`src/rtl/cpu_pkg.sv`:
```
// Shared definitions for the 16-bit pipelined processor front end.
// Holds the instruction width, the fetch FSM state encoding and the
// default values for the reset PC and the HALT opcode.
package cpu_pkg;
  localparam int          INSTR_W      = 16;
  localparam logic [15:0] RESET_PC_DEF = 16'h0000;
  localparam logic [4:0]  OPC_HALT_DEF = 5'b00000;

  typedef enum logic {
    FETCH_S = 1'b0,
    HALT_S  = 1'b1
  } fetch_state_e;
endpackage

```
`src/rtl/fetch_stage_if.sv`:
```
// Instruction-memory bus between the fetch stage and instruction memory.
//   req   : fetch request (fetch -> mem)
//   addr  : fetch address (fetch -> mem)
//   ready : memory accepts req and returns rdata in the same cycle
//   rdata : instruction word (mem -> fetch)
interface fetch_stage_if;
  import cpu_pkg::*;
  logic               req;
  logic [15:0]        addr;
  logic               ready;
  logic [INSTR_W-1:0] rdata;

  modport master (output req, addr, input  ready, rdata);
  modport slave  (input  req, addr, output ready, rdata);
endinterface

```
`src/rtl/fetch_stage_pc_incr.sv`:
```
// PC+2 incrementer built on a two-level 16-bit carry-lookahead adder.
//   carry_lookahead16 : inA + inB + Cin -> S, Cout
//   pc_incr           : pc -> pc_plus2 (wraps at 16 bits)
module carry_lookahead16 (
  input  logic [15:0] inA,
  input  logic [15:0] inB,
  input  logic        Cin,
  output logic [15:0] S,
  output logic        Cout
);
  logic [15:0] g, p, c;
  logic [3:0]  gg, gp;
  logic [4:0]  cg;

  assign g = inA & inB;
  assign p = inA ^ inB;

  // Group generate/propagate per 4-bit slice, then lookahead across slices.
  always_comb begin
    cg[0] = Cin;
    for (int k = 0; k < 4; k++) begin
      gg[k] = g[4*k+3] | (p[4*k+3] & g[4*k+2]) |
              (p[4*k+3] & p[4*k+2] & g[4*k+1]) |
              (p[4*k+3] & p[4*k+2] & p[4*k+1] & g[4*k]);
      gp[k] = &p[4*k +: 4];
      cg[k+1] = gg[k] | (gp[k] & cg[k]);
    end
  end

  // In-slice carries only need the slice carry-in.
  always_comb begin
    c = '0;
    for (int k = 0; k < 4; k++) begin
      c[4*k] = cg[k];
      for (int i = 1; i < 4; i++)
        c[4*k+i] = g[4*k+i-1] | (p[4*k+i-1] & c[4*k+i-1]);
    end
  end

  assign S    = p ^ c;
  assign Cout = cg[4];
endmodule

module pc_incr (
  input  logic [15:0] pc,
  output logic [15:0] pc_plus2
);
  logic cout_unused;

  carry_lookahead16 u_cla (
    .inA  (pc),
    .inB  (16'h0002),
    .Cin  (1'b0),
    .S    (pc_plus2),
    .Cout (cout_unused)
  );
endmodule

```
`src/rtl/fetch_stage.sv`:
```
// Instruction-fetch stage: owns the PC, drives instruction memory and
// fills the IF/ID latch with the fetched word and its PC+2.
// Ports:
//   clk, rst_n            : clock, async active-low reset
//   stall                 : hold PC and IF/ID latch, no request
//   redirect_valid/target : taken branch/jump from decode
//   imem (master)         : req/addr out, ready/rdata in
//   id_valid/instr/pc_next: IF/ID latch
//   misalign_err          : one-cycle pulse on odd redirect target
//   halted                : high while in HALT
module fetch_stage
  import cpu_pkg::*;
#(
  parameter logic [15:0] RESET_PC = RESET_PC_DEF,
  parameter logic [4:0]  OPC_HALT = OPC_HALT_DEF
) (
  input  logic               clk,
  input  logic               rst_n,
  input  logic               stall,
  input  logic               redirect_valid,
  input  logic [15:0]        redirect_target,
  fetch_stage_if.master      imem,
  output logic               id_valid,
  output logic [INSTR_W-1:0] id_instr,
  output logic [15:0]        id_pc_next,
  output logic               misalign_err,
  output logic               halted
);
  fetch_state_e       state_q, state_d;
  logic [15:0]        pc_q, pc_d, pc_plus2;
  logic               id_valid_q, id_valid_d;
  logic [INSTR_W-1:0] id_instr_q, id_instr_d;
  logic [15:0]        id_pc_next_q, id_pc_next_d;
  logic               misalign_q, misalign_d;
  logic               halted_q, halted_d;

  pc_incr u_pc_incr (.pc(pc_q), .pc_plus2(pc_plus2));

  assign imem.req  = (state_q == FETCH_S) & ~stall;
  assign imem.addr = pc_q;

  always_comb begin
    state_d      = state_q;
    pc_d         = pc_q;
    id_valid_d   = id_valid_q;
    id_instr_d   = id_instr_q;
    id_pc_next_d = id_pc_next_q;
    misalign_d   = 1'b0;
    if (redirect_valid) begin
      // Redirect wins over stall; any same-cycle rdata is wrong-path.
      pc_d       = {redirect_target[15:1], 1'b0};
      id_valid_d = 1'b0;
      state_d    = FETCH_S;
      misalign_d = redirect_target[0];
    end else if (stall) begin
      // hold everything
    end else if (state_q == HALT_S) begin
      id_valid_d = 1'b0;
    end else if (imem.ready) begin
      pc_d         = pc_plus2;
      id_instr_d   = imem.rdata;
      id_pc_next_d = pc_plus2;
      id_valid_d   = 1'b1;
      if (imem.rdata[15:11] == OPC_HALT) state_d = HALT_S;
    end else begin
      id_valid_d = 1'b0;  // wait state -> bubble
    end
    halted_d = (state_d == HALT_S);
  end

  always_ff @(posedge clk or negedge rst_n) begin
    if (!rst_n) begin
      state_q      <= FETCH_S;
      pc_q         <= RESET_PC;
      id_valid_q   <= 1'b0;
      id_instr_q   <= '0;
      id_pc_next_q <= '0;
      misalign_q   <= 1'b0;
      halted_q     <= 1'b0;
    end else begin
      state_q      <= state_d;
      pc_q         <= pc_d;
      id_valid_q   <= id_valid_d;
      id_instr_q   <= id_instr_d;
      id_pc_next_q <= id_pc_next_d;
      misalign_q   <= misalign_d;
      halted_q     <= halted_d;
    end
  end

  assign id_valid     = id_valid_q;
  assign id_instr     = id_instr_q;
  assign id_pc_next   = id_pc_next_q;
  assign misalign_err = misalign_q;
  assign halted       = halted_q;
endmodule

```
`src/flat_wrapper.sv`:
```
// flat-port wrapper written by rule: the top's interface ports become plain ports
module fetch_stage_flat import cpu_pkg::*;
#(
  parameter logic [15:0] RESET_PC = RESET_PC_DEF,
  parameter logic [4:0]  OPC_HALT = OPC_HALT_DEF
)
  (clk, rst_n, stall, redirect_valid, redirect_target, id_valid, id_instr, id_pc_next, misalign_err, halted, imem_req, imem_addr, imem_ready, imem_rdata);
  fetch_stage_if imem_i ();
  input  logic clk;
  input  logic rst_n;
  input  logic stall;
  input  logic redirect_valid;
  input  logic [15:0] redirect_target;
  output logic id_valid;
  output logic [INSTR_W-1:0] id_instr;
  output logic [15:0] id_pc_next;
  output logic misalign_err;
  output logic halted;
  output wire logic [$bits(imem_i.req)-1:0] imem_req;
  output wire logic [$bits(imem_i.addr)-1:0] imem_addr;
  input wire logic [$bits(imem_i.ready)-1:0] imem_ready;
  input wire logic [$bits(imem_i.rdata)-1:0] imem_rdata;
  assign imem_req = imem_i.req;
  assign imem_addr = imem_i.addr;
  assign imem_i.ready = imem_ready;
  assign imem_i.rdata = imem_rdata;
  fetch_stage #(.RESET_PC(RESET_PC), .OPC_HALT(OPC_HALT)) u_core (.clk(clk), .rst_n(rst_n), .stall(stall), .redirect_valid(redirect_valid), .redirect_target(redirect_target), .imem(imem_i), .id_valid(id_valid), .id_instr(id_instr), .id_pc_next(id_pc_next), .misalign_err(misalign_err), .halted(halted));
endmodule
```
`config.mk`:
```
export PLATFORM = sky130hd
export DESIGN_NAME = fetch_stage_flat
export DESIGN_NICKNAME = d
export VERILOG_FILES = /design/src/rtl/cpu_pkg.sv /design/src/rtl/fetch_stage_if.sv /design/src/rtl/fetch_stage_pc_incr.sv /design/src/rtl/fetch_stage.sv /design/src/flat_wrapper.sv
export SDC_FILE = /design/constraint.sdc
export NUM_CORES = 1
export LEC_CHECK = 0
export ABC_AREA = 1
export CAP_MARGIN = 10
export CORE_MARGIN = 2
export CORE_UTILIZATION = 43
export DETAILED_ROUTE_END_ITERATION = 16
export PLACE_DENSITY = 0.87
export SYNTH_ARGS = -nofsm -noshare
export SYNTH_HDL_FRONTEND = slang
export SYNTH_SLANG_ARGS = --single-unit
```
`constraint.sdc`:
```
create_clock -name clk -period 2.05 [get_ports clk]
set_input_delay 0.205 -clock clk [delete_from_list [all_inputs] [get_ports clk]]
set_output_delay 0.205 -clock clk [all_outputs]
set_load 0.01 [all_outputs]
```
==> results of run 1 <==
[routing by layer]
layer	routed length (um)	up-vias	track usage [%]
met5	0	-	0
met4	83	0	6.00
met3	279	11	4.50
met2	2620	71	32.9
met1	2460	941	26.0
li1	-	983	-
[sequential cells by signal (all words and copies together) (netlist names)]
register	cells
u_core.id_instr	16
u_core.id_pc_next	15
u_core.imem.addr	15
u_core.id_valid	1
u_core.misalign_err	1
u_core.state_q	1
[synth_stat cells, types with 3 or more instances]
| library cell | number | share of area, % |
|---|---|---|
| ha_1 | 10 | 5.6 |
| dfrtp_1 | 49 | 55 |
| buf_2 | 3 | 0.67 |
| a21oi_1 | 6 | 1.3 |
| buf_4 | 5 | 1.7 |
| nand3_1 | 10 | 2.2 |
| nand2_1 | 136 | 23 |
| o21ai_0 | 10 | 2.2 |
| nor2_1 | 3 | 0.50 |
| xor2_1 | 4 | 1.6 |
| inv_1 | 16 | 2.7 |
[worst paths after layout]
kind,depth (start not counted),start,to
hold reg to reg,2,u_core.id_pc_next[6]$_DFFE_PN0P_,u_core.id_pc_next[6]$_DFFE_PN0P_
max in group asynchronous,2,rst_n,u_core.imem.addr[15]$_DFFE_PN0P_
setup / recovery,7,u_core.imem.addr[1]$_DFFE_PN0P_,u_core.imem.addr[14]$_DFFE_PN0P_
hold / removal,2,rst_n,u_core.id_instr[10]$_DFFE_PN0P_
setup reg to reg,7,u_core.imem.addr[1]$_DFFE_PN0P_,u_core.imem.addr[14]$_DFFE_PN0P_
min in group clk,3,redirect_target[0],u_core.misalign_err$_DFF_PN0_
[cells by family (layout without fill, tap and decap cells)]
kind of cell	after synthesis	count (layout)	share of synthesized area, %
simple gates	155	155	27.3
flops	49	49	55.0
buf+inv	30	117	6.84
compound gates	16	16	3.59
fa+ha+maj	10	10	5.61
xor+xnor	4	4	1.57
other cells	1	2	0.168
[area by class of cell]
type,instances,area share (%)
well taps,70,2.71
clock buffers,6,2.56
repair buffers,91,27.7
multi-input cells,187,26.5
flip-flops and latches,49,38.0
clock inverters,2,0.426
inverters,18,2.17
[power by group through the flow]
stage | logic (uW) | clock network (uW) | registers (uW)
2_1_floorplan | 213 | 0 | 1310
3_3_place_gp | 734 | 0 | 1250
3_5_place_dp | 755 | 0 | 1250
4_1_cts | 757 | 613 | 1230
5_1_grt | 822 | 647 | 1250
6_report | 746 | 594 | 1230
[stage by stage]
stage               area [um2]  utilization (%)  std cells
floorplan                 2230                -        266
global placement          3130             62.1        415
detailed placement        3130             62.1        415
CTS                       3230             64.0        423
global route              3230             64.0        423
finish                    3230             64.0        423
[worst reg2reg max path: cells and delay by family, from the launching register on]
kind / cells / cell delay, ns
AOI/OAI and AO/OA: 1 / 0.14
and+or+nand+nor: 3 / 0.50
DFF: 1 / 0.45
adders and majority gates: 3 / 0.56
==> impl_results.md, run 1 <==
- Outcome: complete, but fails checks
- Violations in the final reports: hold timing
- First-pass GRT wire length: 9.19 mm
- CTS tree: built
- Post-CTS sizing: 0
- Root Buffer: clkbuf_8
- CP top delay family: adder cells
- Max-slew headroom: 59.0%
- Cells after Synth: 265
- Total track usage: 19.8%
- Initial Util: between 40% and 50%
- Flop2flop setup slack: 0.28 ns
- CP max FO: 6
- CTS Buffer Depth: 2
- DR WL/cell: ~13 um
- Setup ws final: 0.276 ns
- CTS Buf Count: 5
- Num rows: 26
- Chip Width: 76.0 um
- Initial antenna violation count: 0
- Worst min-delay path class: in -> async
- Final nets: roughly 400
- Internal power: between 1500 and 2000 uW
- Crit. End Element: register
- Seq. cell area: approximately 1200 um2
- Commonest non-fill, non-tap cells in the layout: nand2_1, clkdlybuf4s50_1, dfrtp_1
- Via total after detailed routing: 2006
- Layout cells sized above 1: 5.38%
- Number of max-cap violations: 0
- H-Tree Depth: 2
- Clk slew on worst S/H paths: 0.09 ns
- Count of cell types in the netlist: 20
- Minimum clock period: 1.77 ns
- Maximum clock frequency: around 560 MHz
- Multi-input gate area: 856 um2
- Slowest CP cell: dfrtp_1
- Final Hold Viols: 17
- RSZ-0062 raised after global routing: false
- Vias in the first global route: around 1900
- Post-Route Setup TNS: 0 ns
- Sw frac: 29.3%
- Bufs and invs on worst path: 0
- Seq/Total Area, Yosys: 55.0%
- Synth Warn #: 0
- Cell mode on critical path: ha_1
- Die Ht: 76.0 um
- Synthesized flop and latch total: between 40 and 50
- Mapped Avg Cell Area: 8.42 um2
- Clock Power Share: 23.1%
- Peak supply drop: around 370 uV
- Critical path's largest stage delay: 0.45 ns
- CP startpoint kind: register
- Switching Power: roughly 750 uW
- Layout area overhead: 44.8%
- # DRC: 0
- Vias per cell: 4.74
- Total grt overflow: 0
- Ports: 89
- Largest net degree at the start of global routing: 50
- Hold_buf cts: 0
- Final Wtd Congestion: 0.890
- Dpl hpwl: 4.02 mm
- Fill cells: 451
- Final worst path period share: 86.5%
- Critical path required time: between 2 and 2.5 ns
- Clk Latency, worst-skew pair: 0.30 ns
- Main flop type after synthesis: dfrtp_1
- Post-synth EDFFs: 0
- Antenna cells: 0
- Clock Skew: 0.00932 ns
- Leak pwr: 0.00168 uW
- Drt first pass iters: 4
- Async set-or-reset flop fraction in the synthesized netlist: between 90% and 100%
- Core area: ~5000 um2
- Final Setup Violations: 0
- Crit path cell chain: nand3_1 > nor3_1 > ha_1 > ha_1 > ha_1 > a21oi_1 > nand2_1
- Mapped cell area: roughly 2200 um2
- PwrDens: roughly 800 nW/um2
- Worst path arrival time: 1.97 ns
- WS Path Type: reg -> reg
- Pins Over Slew Limit: 0
- CTS sink cnt: 49
- Gate power share: 29.0%
- Post-placement setup slack: 0.293 ns
- Worst slew pin tran: 0.616 ns
- Setup Buffers After CTS: 0
- Hold_ws: -0.00887 ns
- ANT nets after route: 0
- Die Footprint: 5780 um2
- Port Buffers: 86
- Commonest non-fill, non-tap cell in the layout: nand2_1
- Tot Pwr: around 2600 uW
- DR iter-0 viols: 69
- Seq pwr share: between 40% and 50%
- WL final: approximately 5.4 mm
No activity file was read; power rests on OpenSTA's default activity.
==> inputs of run 2 (changes only) <==
--- a/config.mk
+++ b/config.mk
@@ -6,11 +6,11 @@
 export NUM_CORES = 1
 export LEC_CHECK = 0
 export ABC_AREA = 1
-export CAP_MARGIN = 10
 export CORE_MARGIN = 2
 export CORE_UTILIZATION = 43
 export DETAILED_ROUTE_END_ITERATION = 16
 export PLACE_DENSITY = 0.87
+export SLEW_MARGIN = 10
 export SYNTH_ARGS = -nofsm -noshare
 export SYNTH_HDL_FRONTEND = slang
 export SYNTH_SLANG_ARGS = --single-unit
==> results of run 2 <==
Same layout as run 1: the final DEF is identical, and so are final timing and power.
